### config.mk
export PLATFORM = sky130hd
export DESIGN_NAME = vga_scan_driver
export DESIGN_NICKNAME = d
export VERILOG_FILES = /design/src/rtl/vga_timing_pkg.sv /design/src/rtl/vga_pixel_tick.sv /design/src/rtl/vga_scan_driver.sv
export SDC_FILE = /design/constraint.sdc
export NUM_CORES = 1
export LEC_CHECK = 0
export ABC_AREA = 1
export BUFFER_PORTS_ARGS = -buffer_cell sky130_fd_sc_hd__buf_2
export CORE_MARGIN = 10
export CORE_UTILIZATION = 44
export DETAILED_ROUTE_END_ITERATION = 12
export PLACE_DENSITY = 0.78
export SYNTH_ARGS = -nofsm -noshare
export SYNTH_HDL_FRONTEND = slang
export SYNTH_SLANG_ARGS = --single-unit
### constraint.sdc
create_clock -name clk -period 2.05 [get_ports clk]
set_clock_uncertainty 0.2 [all_clocks]
set_input_delay 0.1025 -clock clk [delete_from_list [all_inputs] [get_ports clk]]
set_output_delay 0.1025 -clock clk [all_outputs]
set_load 0.03 [all_outputs]
### src/rtl/vga_timing_pkg.sv
// Shared 640x480@60 VGA timing defaults, colour type and window helper
// used by the scan driver and anything that decodes its coordinates.
package vga_timing_pkg;

  localparam int unsigned COORD_W = 10;

  localparam int unsigned VGA_H_DISPLAY = 640;
  localparam int unsigned VGA_H_FP      = 16;
  localparam int unsigned VGA_H_SYNC    = 96;
  localparam int unsigned VGA_H_BP      = 48;
  localparam int unsigned VGA_V_DISPLAY = 480;
  localparam int unsigned VGA_V_FP      = 10;
  localparam int unsigned VGA_V_SYNC    = 2;
  localparam int unsigned VGA_V_BP      = 33;
  localparam int unsigned VGA_CLK_DIV   = 2;

  localparam int unsigned VGA_H_TOTAL      = VGA_H_DISPLAY + VGA_H_FP + VGA_H_SYNC + VGA_H_BP;
  localparam int unsigned VGA_V_TOTAL      = VGA_V_DISPLAY + VGA_V_FP + VGA_V_SYNC + VGA_V_BP;
  localparam int unsigned VGA_H_SYNC_START = VGA_H_DISPLAY + VGA_H_FP;
  localparam int unsigned VGA_H_SYNC_END   = VGA_H_SYNC_START + VGA_H_SYNC;
  localparam int unsigned VGA_V_SYNC_START = VGA_V_DISPLAY + VGA_V_FP;
  localparam int unsigned VGA_V_SYNC_END   = VGA_V_SYNC_START + VGA_V_SYNC;

  typedef logic [2:0] rgb_t;

  localparam rgb_t PIECE_RGB = 3'b111;
  localparam rgb_t BG_RGB    = 3'b001;
  localparam rgb_t BLANK_RGB = 3'b000;

  // Half-open window test done at 32 bits so an end bound of 1024 still works.
  function automatic logic in_window(input logic [COORD_W-1:0] pos,
                                     input int unsigned lo,
                                     input int unsigned hi);
    return (32'(pos) >= lo) && (32'(pos) < hi);
  endfunction

endpackage

### src/rtl/vga_pixel_tick.sv
// Pixel-tick divider: tick is high for one board clock out of every CLK_DIV.
module vga_pixel_tick #(
  parameter int unsigned CLK_DIV = 2
) (
  input  logic clk,
  input  logic reset,
  output logic tick
);

  localparam int unsigned     DIV_W    = (CLK_DIV > 1) ? $clog2(CLK_DIV) : 1;
  localparam logic [DIV_W-1:0] DIV_LAST = DIV_W'(CLK_DIV - 1);

  logic [DIV_W-1:0] div;
  logic [DIV_W-1:0] div_next;

  always_comb begin
    div_next = (div == DIV_LAST) ? '0 : div + DIV_W'(1);
  end

  // tick is kept equal to (div == DIV_LAST) but comes straight from a flop.
  always_ff @(posedge clk) begin
    if (!reset) begin
      div  <= '0;
      tick <= (DIV_LAST == '0);
    end else begin
      div  <= div_next;
      tick <= (div_next == DIV_LAST);
    end
  end

endmodule

### src/rtl/vga_scan_driver.sv
// VGA scan counters plus one-tick-delayed sync/colour output stage and the
// per-frame clk_refresh level that piece modules use to advance position.
module vga_scan_driver
  import vga_timing_pkg::*;
#(
  parameter int unsigned H_DISPLAY   = VGA_H_DISPLAY,
  parameter int unsigned H_FP        = VGA_H_FP,
  parameter int unsigned H_SYNC      = VGA_H_SYNC,
  parameter int unsigned H_BP        = VGA_H_BP,
  parameter int unsigned V_DISPLAY   = VGA_V_DISPLAY,
  parameter int unsigned V_FP        = VGA_V_FP,
  parameter int unsigned V_SYNC      = VGA_V_SYNC,
  parameter int unsigned V_BP        = VGA_V_BP,
  parameter int unsigned CLK_DIV     = VGA_CLK_DIV,
  parameter rgb_t        PIECE_COLOR = PIECE_RGB,
  parameter rgb_t        BG_COLOR    = BG_RGB
) (
  input  logic               clk,
  input  logic               reset,
  input  logic               piece_on,
  output logic [COORD_W-1:0] pixelX,
  output logic [COORD_W-1:0] pixelY,
  output logic               clk_refresh,
  output logic               hsync,
  output logic               vsync,
  output logic               video_on,
  output logic [2:0]         rgb
);

  localparam int unsigned H_TOTAL      = H_DISPLAY + H_FP + H_SYNC + H_BP;
  localparam int unsigned V_TOTAL      = V_DISPLAY + V_FP + V_SYNC + V_BP;
  localparam int unsigned H_SYNC_START = H_DISPLAY + H_FP;
  localparam int unsigned H_SYNC_END   = H_SYNC_START + H_SYNC;
  localparam int unsigned V_SYNC_START = V_DISPLAY + V_FP;
  localparam int unsigned V_SYNC_END   = V_SYNC_START + V_SYNC;

  logic               tick;
  logic [COORD_W-1:0] h;
  logic [COORD_W-1:0] v;
  logic               h_last;
  logic               v_last;
  logic               vis;
  logic               hs_active;
  logic               vs_active;

  vga_pixel_tick #(
    .CLK_DIV (CLK_DIV)
  ) u_pixel_tick (
    .clk   (clk),
    .reset (reset),
    .tick  (tick)
  );

  always_comb begin
    h_last    = (h == COORD_W'(H_TOTAL - 1));
    v_last    = (v == COORD_W'(V_TOTAL - 1));
    vis       = (32'(h) < H_DISPLAY) && (32'(v) < V_DISPLAY);
    hs_active = in_window(h, H_SYNC_START, H_SYNC_END);
    vs_active = in_window(v, V_SYNC_START, V_SYNC_END);
  end

  // Stage 0 counters and stage 1 outputs both advance only on a pixel tick.
  always_ff @(posedge clk) begin
    if (!reset) begin
      h           <= '0;
      v           <= '0;
      hsync       <= 1'b1;
      vsync       <= 1'b1;
      video_on    <= 1'b0;
      rgb         <= BLANK_RGB;
      clk_refresh <= 1'b0;
    end else if (tick) begin
      if (h_last) begin
        h <= '0;
        v <= v_last ? '0 : v + COORD_W'(1);
      end else begin
        h <= h + COORD_W'(1);
      end
      video_on    <= vis;
      rgb         <= vis ? (piece_on ? PIECE_COLOR : BG_COLOR) : BLANK_RGB;
      hsync       <= ~hs_active;
      vsync       <= ~vs_active;
      clk_refresh <= (32'(v) >= V_DISPLAY);
    end
  end

  assign pixelX = h;
  assign pixelY = v;

endmodule

# [Word-level counts from Yosys, hierarchy flattened]
# Cells that the tools add are included.
[word_totals] regBits=28 input_bits=3
[op_classes] bitwise=3 magnitude_cmp=7 n_mux=4 n_eq_ne=2 n_reduce_logical=5 n_addsub=3
[op_table] operator="$add 10x1->10 const B" n=2
[op_table] operator="$eq 10x10->1 const B" n=2
[op_table] operator="$ge 10x9->1 const B" n=2
[op_table] operator="$lt 10x10->1 const B" n=2
[op_table] operator="$lt 10x9->1 const B" n=2
[op_table] operator="$mux 10" n=2
[op_table] operator="$ge 10x10->1 const B" n=1
[op_table] operator="$mux 3" n=2
[op_table] operator="$logic_and 1x1->1" n=3
[op_table] operator="$not 1->1" n=3
[op_table] operator="$reduce_and 2->1" n=1
[op_table] operator="$reduce_or 2->1" n=1
[op_table] operator="$add 1x1->1 const B" n=1

# [Logic depth before layout (Yosys ltp)]
[logic_depth] word_depth=3 mapped_depth=11

# [Cells and area by module]
# A second synthesis with hierarchy kept.
[hier_totals] cells_unflattened=206 area_unflattened_um2=1390.1
[by_module_without_submodules] module="vga_scan_driver" instances=1 area_per_inst_um2=1360.1 cells_each=203
[by_module_without_submodules] module="vga_pixel_tick" instances=1 area_per_inst_um2=30.0 cells_each=3

# [Worst setup path after synthesis]
# Ideal clock, no wire load.
[synth_path] kind="flip-flop to flip-flop" startpoint="register h[0], in the netlist pixelX[0]" endpoint="register v[5], in the netlist pixelY[5]" stages_incl_launch_ff=10 arrival_time_ps=1449 synth_period_minus_slack_ps=1777 path_slack_ps=273 setup_ps=128 path_buffers=1 cell_sequence="dfxtp_1 ha_1 nand3_1 nor2_4 nand2_2 buf_6 nand2_1 inv_1 nor2_1 nor2_1"
[synth_via] elab_chain_cells=2
[synth_rtl] item="start: declaration" line_no="vga_scan_driver.sv:38" rtl="logic [COORD_W-1:0] h;"
[synth_rtl] item="start signal: assignment" line_no="vga_scan_driver.sv:77" rtl="h <= h + COORD_W'(1);"
[synth_rtl] item="$eq 10x10->1" line_no="vga_scan_driver.sv:55" rtl="h_last = (h == COORD_W'(H_TOTAL - 1));"
[synth_rtl] item="$reduce_and 2->1 (no line)"
[synth_rtl] item="end signal: assignment" line_no="vga_scan_driver.sv:75" rtl="v <= v_last ? '0 : v + COORD_W'(1);"
[synth_rtl] item="end: declaration" line_no="vga_scan_driver.sv:39" rtl="logic [COORD_W-1:0] v;"
# Every way passes these cells.
# A chain may end at the register's enable or synchronous reset.

# [Worst setup path after layout]
[layout_path] startpoint="register h[0], in the netlist pixelX[0]" endpoint="register v[3], in the netlist pixelY[3]"
# Same word-level chain as after synthesis.

==> impl_metrics.yaml <==
cts:
  cts-root-buf: "clkbuf_4"
  cts_tree: "done"
  cts_buffers: 3
  cts_sinks: 26
  ctsResizeCount: 0
  clk_latency_ps: 320
  post-cts-setup-buffers: 0
  clkTransAtPathRegs_ps: 140
  htreeDepth: 1
  cts.path.max_buffers: 2
setup_path:
  rr_worst_depth: 8
  crit_required_ps: 2090
  cp_data_arrival_time_ps: 1890
  crit_path_start_kind: "register"
  reg2reg_slack_ps: 200
  crit_end: "pixelY[3]"
  r2r-end: "pixelY[3]"
  critical_path_class: "reg -> reg"
  cp-startpoint: "pixelX[0]"
  path_max_fanout: 11
  cp-end-kind: "register"
  reg2reg_from: "pixelX[0]"
synth:
  synth_compound_area_share_pct: 7.72
  synth.largest_area_cell: "dfxtp_1"
  netlist_instances: 196
  synth_top_area_share_pct: 38.2
  syn_area_per_cell_sq_um: 6.95
  ys.flop_type: "dfxtp_1"
  synth_xor_area_share_pct: 5.15
  ys_seq_area_share_pct: 38.2
  synth-seq-cells: 26
  synthAdderAreaFrac_pct: 4.60
  syn-cell-area_sq_mm: 0.00136
  synth.mux.area_fraction_pct: 0
  synth_top_family_by_area: "simple AND/OR/NAND/NOR gates"
  synth_cell_types: 29
  async_flop_share_pct: 0
  synth.area.top_cells: "dfxtp_1 38%, nand2_1 12%, inv_1 8.5%"
  synth_nets: 204
  synth-edff-count: 0
  yosys_warnings: 0
  synth-simple-area-share_pct: 32.5
power_and_ir_drop:
  vdd_drop_max_v: 0.000273
  clkPwrFrac_pct: 31.2
  power_density_mw_per_mm2: 536
  swShare_pct: 24.2
  leakage_nw: 0.726
  power_switching_mw: 0.204
  power.total_mw: 0.841
  internal-power_mw: 0.638
  p_comb_share_pct: 6.8
  pwr-share-seq_pct: 61.9
place:
  place.gp.congestion: 0.815
  portBuffers: 29
  place_hpwl_mm: 2.48
sta:
  setup_tns_ps: 0
  fin_crit_sh_pct: 90.3
  hold_slack_ps: 281
  maxClockFrequency_mhz: 540
  min_period_ps: 1850
  rsz0062_at_grt: "false"
  worst_pin_slew_ps: 423
  slew_violations: 0
  setup_viol: 0
  maxSlewHeadroom_pct: 71.7
  hold_viol_final: 0
cells_and_area:
  final_common_cell: "nand2_1"
  final_cell_mix: "43 x nand2_1, 31 x inv_1, 29 x nor2_1, 29 x buf_2, 26 x dfxtp_1"
  layout-drive-gt1-share_pct: 17.7
  syn_to_final_growth_pct: 15.3
  diodes: 0
  finish.utilization_pct: 52.3
  final_net_count: 235
detailed_routing:
  route.detailed.drc: 0
  via_per_inst: 4.98
  antenna_left: 0
  drt_iter0_markers: 85
  num_vias: 1290
  wl_per_cell_um: 12.4
  wirelength_mm: 3.20
  first_pass_iters: 4
global_route:
  grtUsageTotal_pct: 11.9
  grt_pass1_vias: 1163
  grt_max_degree: 15
  antenna_found_initial: 0
  grt.overflow.total: 0
  grt_pass1_wl_mm: 5.40
floorplanning:
  initial_core_util_pct: 45.3
  core_sq_mm: 0.00300
  design.die.area_sq_mm: 0.00572
  die_x_um: 75.6
  die_height_um: 75.6
  ios: 30
  rows: 20
min_path:
  min_path_type: "reg -> reg"
status:
  status: "completed"
flow_run:
  drv_cap: 0
-- per-stage QoR --
step	area [sq um]	instances	worst slack, ps
floorplan	1360	196	273
global placement	1510	253	326
detailed placement	1510	253	218
CTS	1570	259	196
global route	1570	259	38.9
finish	1570	259	198
-- routing by layer --
| layer | share of wire [%] | global-route usage (%) | vias to the layer above |
|---|---|---|---|
| met5 | 0 | 0 | - |
| met4 | 1.6 | 4.33 | 0 |
| met3 | 4.3 | 2.34 | 5 |
| met2 | 46 | 18.4 | 38 |
| met1 | 48 | 16.0 | 571 |
| li1 | - | - | 676 |
-- cells by family after synthesis --
logic type / Yosys count
AO/OA/AOI/OAI: 19
XOR/XNOR: 8
adder cells (fa/ha/maj): 5
buffers and inverters: 37
flip-flops: 26
AND/OR/NAND/NOR: 101
-- flip-flops by register name, summed over array words and instances, names as in the netlist --
register	flops
pixelX	10
clk_refresh	1
rgb	2
hsync	1
pixelY	10
vsync	1
u_pixel_tick.div	1
-- synthesized netlist by cell type (2+ instances only) --
master and n:
dfxtp_1 26, ha_1 5, a21oi_1 10, buf_4 2, xnor2_1 2, nor3_1 3
nor2_1 29, o21ai_0 4, inv_1 31, nand2_1 43, xor2_1 6, nor2_2 2
nand4_1 4, nand3_1 13, nand2_2 2
-- how the worst min path moves through the flow --
| stage | startpoint | end | slack (ps) | depth (start not counted) |
|---|---|---|---|---|
| floorplan | piece_on | rgb[1] | 50 | 2 |
| global placement | piece_on | rgb[1] | 160 | 3 |
| detailed placement | piece_on | rgb[1] | 170 | 3 |
| CTS | rgb[0] | rgb[0] | 280 | 2 |
| global route | rgb[0] | rgb[0] | 310 | 2 |
| finish | rgb[0] | rgb[0] | 280 | 2 |
-- critical path, cell delays in order (launching register included) --
cell and delay (ps):
dfxtp_1 410, ha_1 200, nand3_1 130, nor2_4 150
nand2_2 170, nand2_1 280, o21ai_1 120, nand2_1 70
inv_1 30
-- cell type report --
| type | count | area [sq um] |
|---|---|---|
| Timing Repair Buffer | 31 | 165 |
| Multi-Input combinational cell | 133 | 681 |
| Fill cell | 286 | 1430 |
| Inverter | 32 | 125 |
| Clock buffer | 4 | 36.3 |
| Sequential cell | 26 | 520 |
| Tap cell | 33 | 41.3 |
-- power by group through the flow --
stage | Clock, mW | Combinational, mW | Sequential [mW]
after floorplan | 0 | 0.0334 | 0.540
after global placement | 0 | 0.0547 | 0.531
after detailed placement | 0 | 0.0553 | 0.532
after CTS | 0.265 | 0.0581 | 0.521
after global routing | 0.290 | 0.0645 | 0.523
final | 0.263 | 0.0576 | 0.521
-- repair_timing --
| action | 4_1_cts | 5_1_grt |
|---|---|---|
| hold endpoints to repair | 5 | 0 |
| hold buffers | 2 | 0 |
| endpoints found under the setup margin | 0 | 0 |
Note: power is estimated with default switching activity, not from simulation.
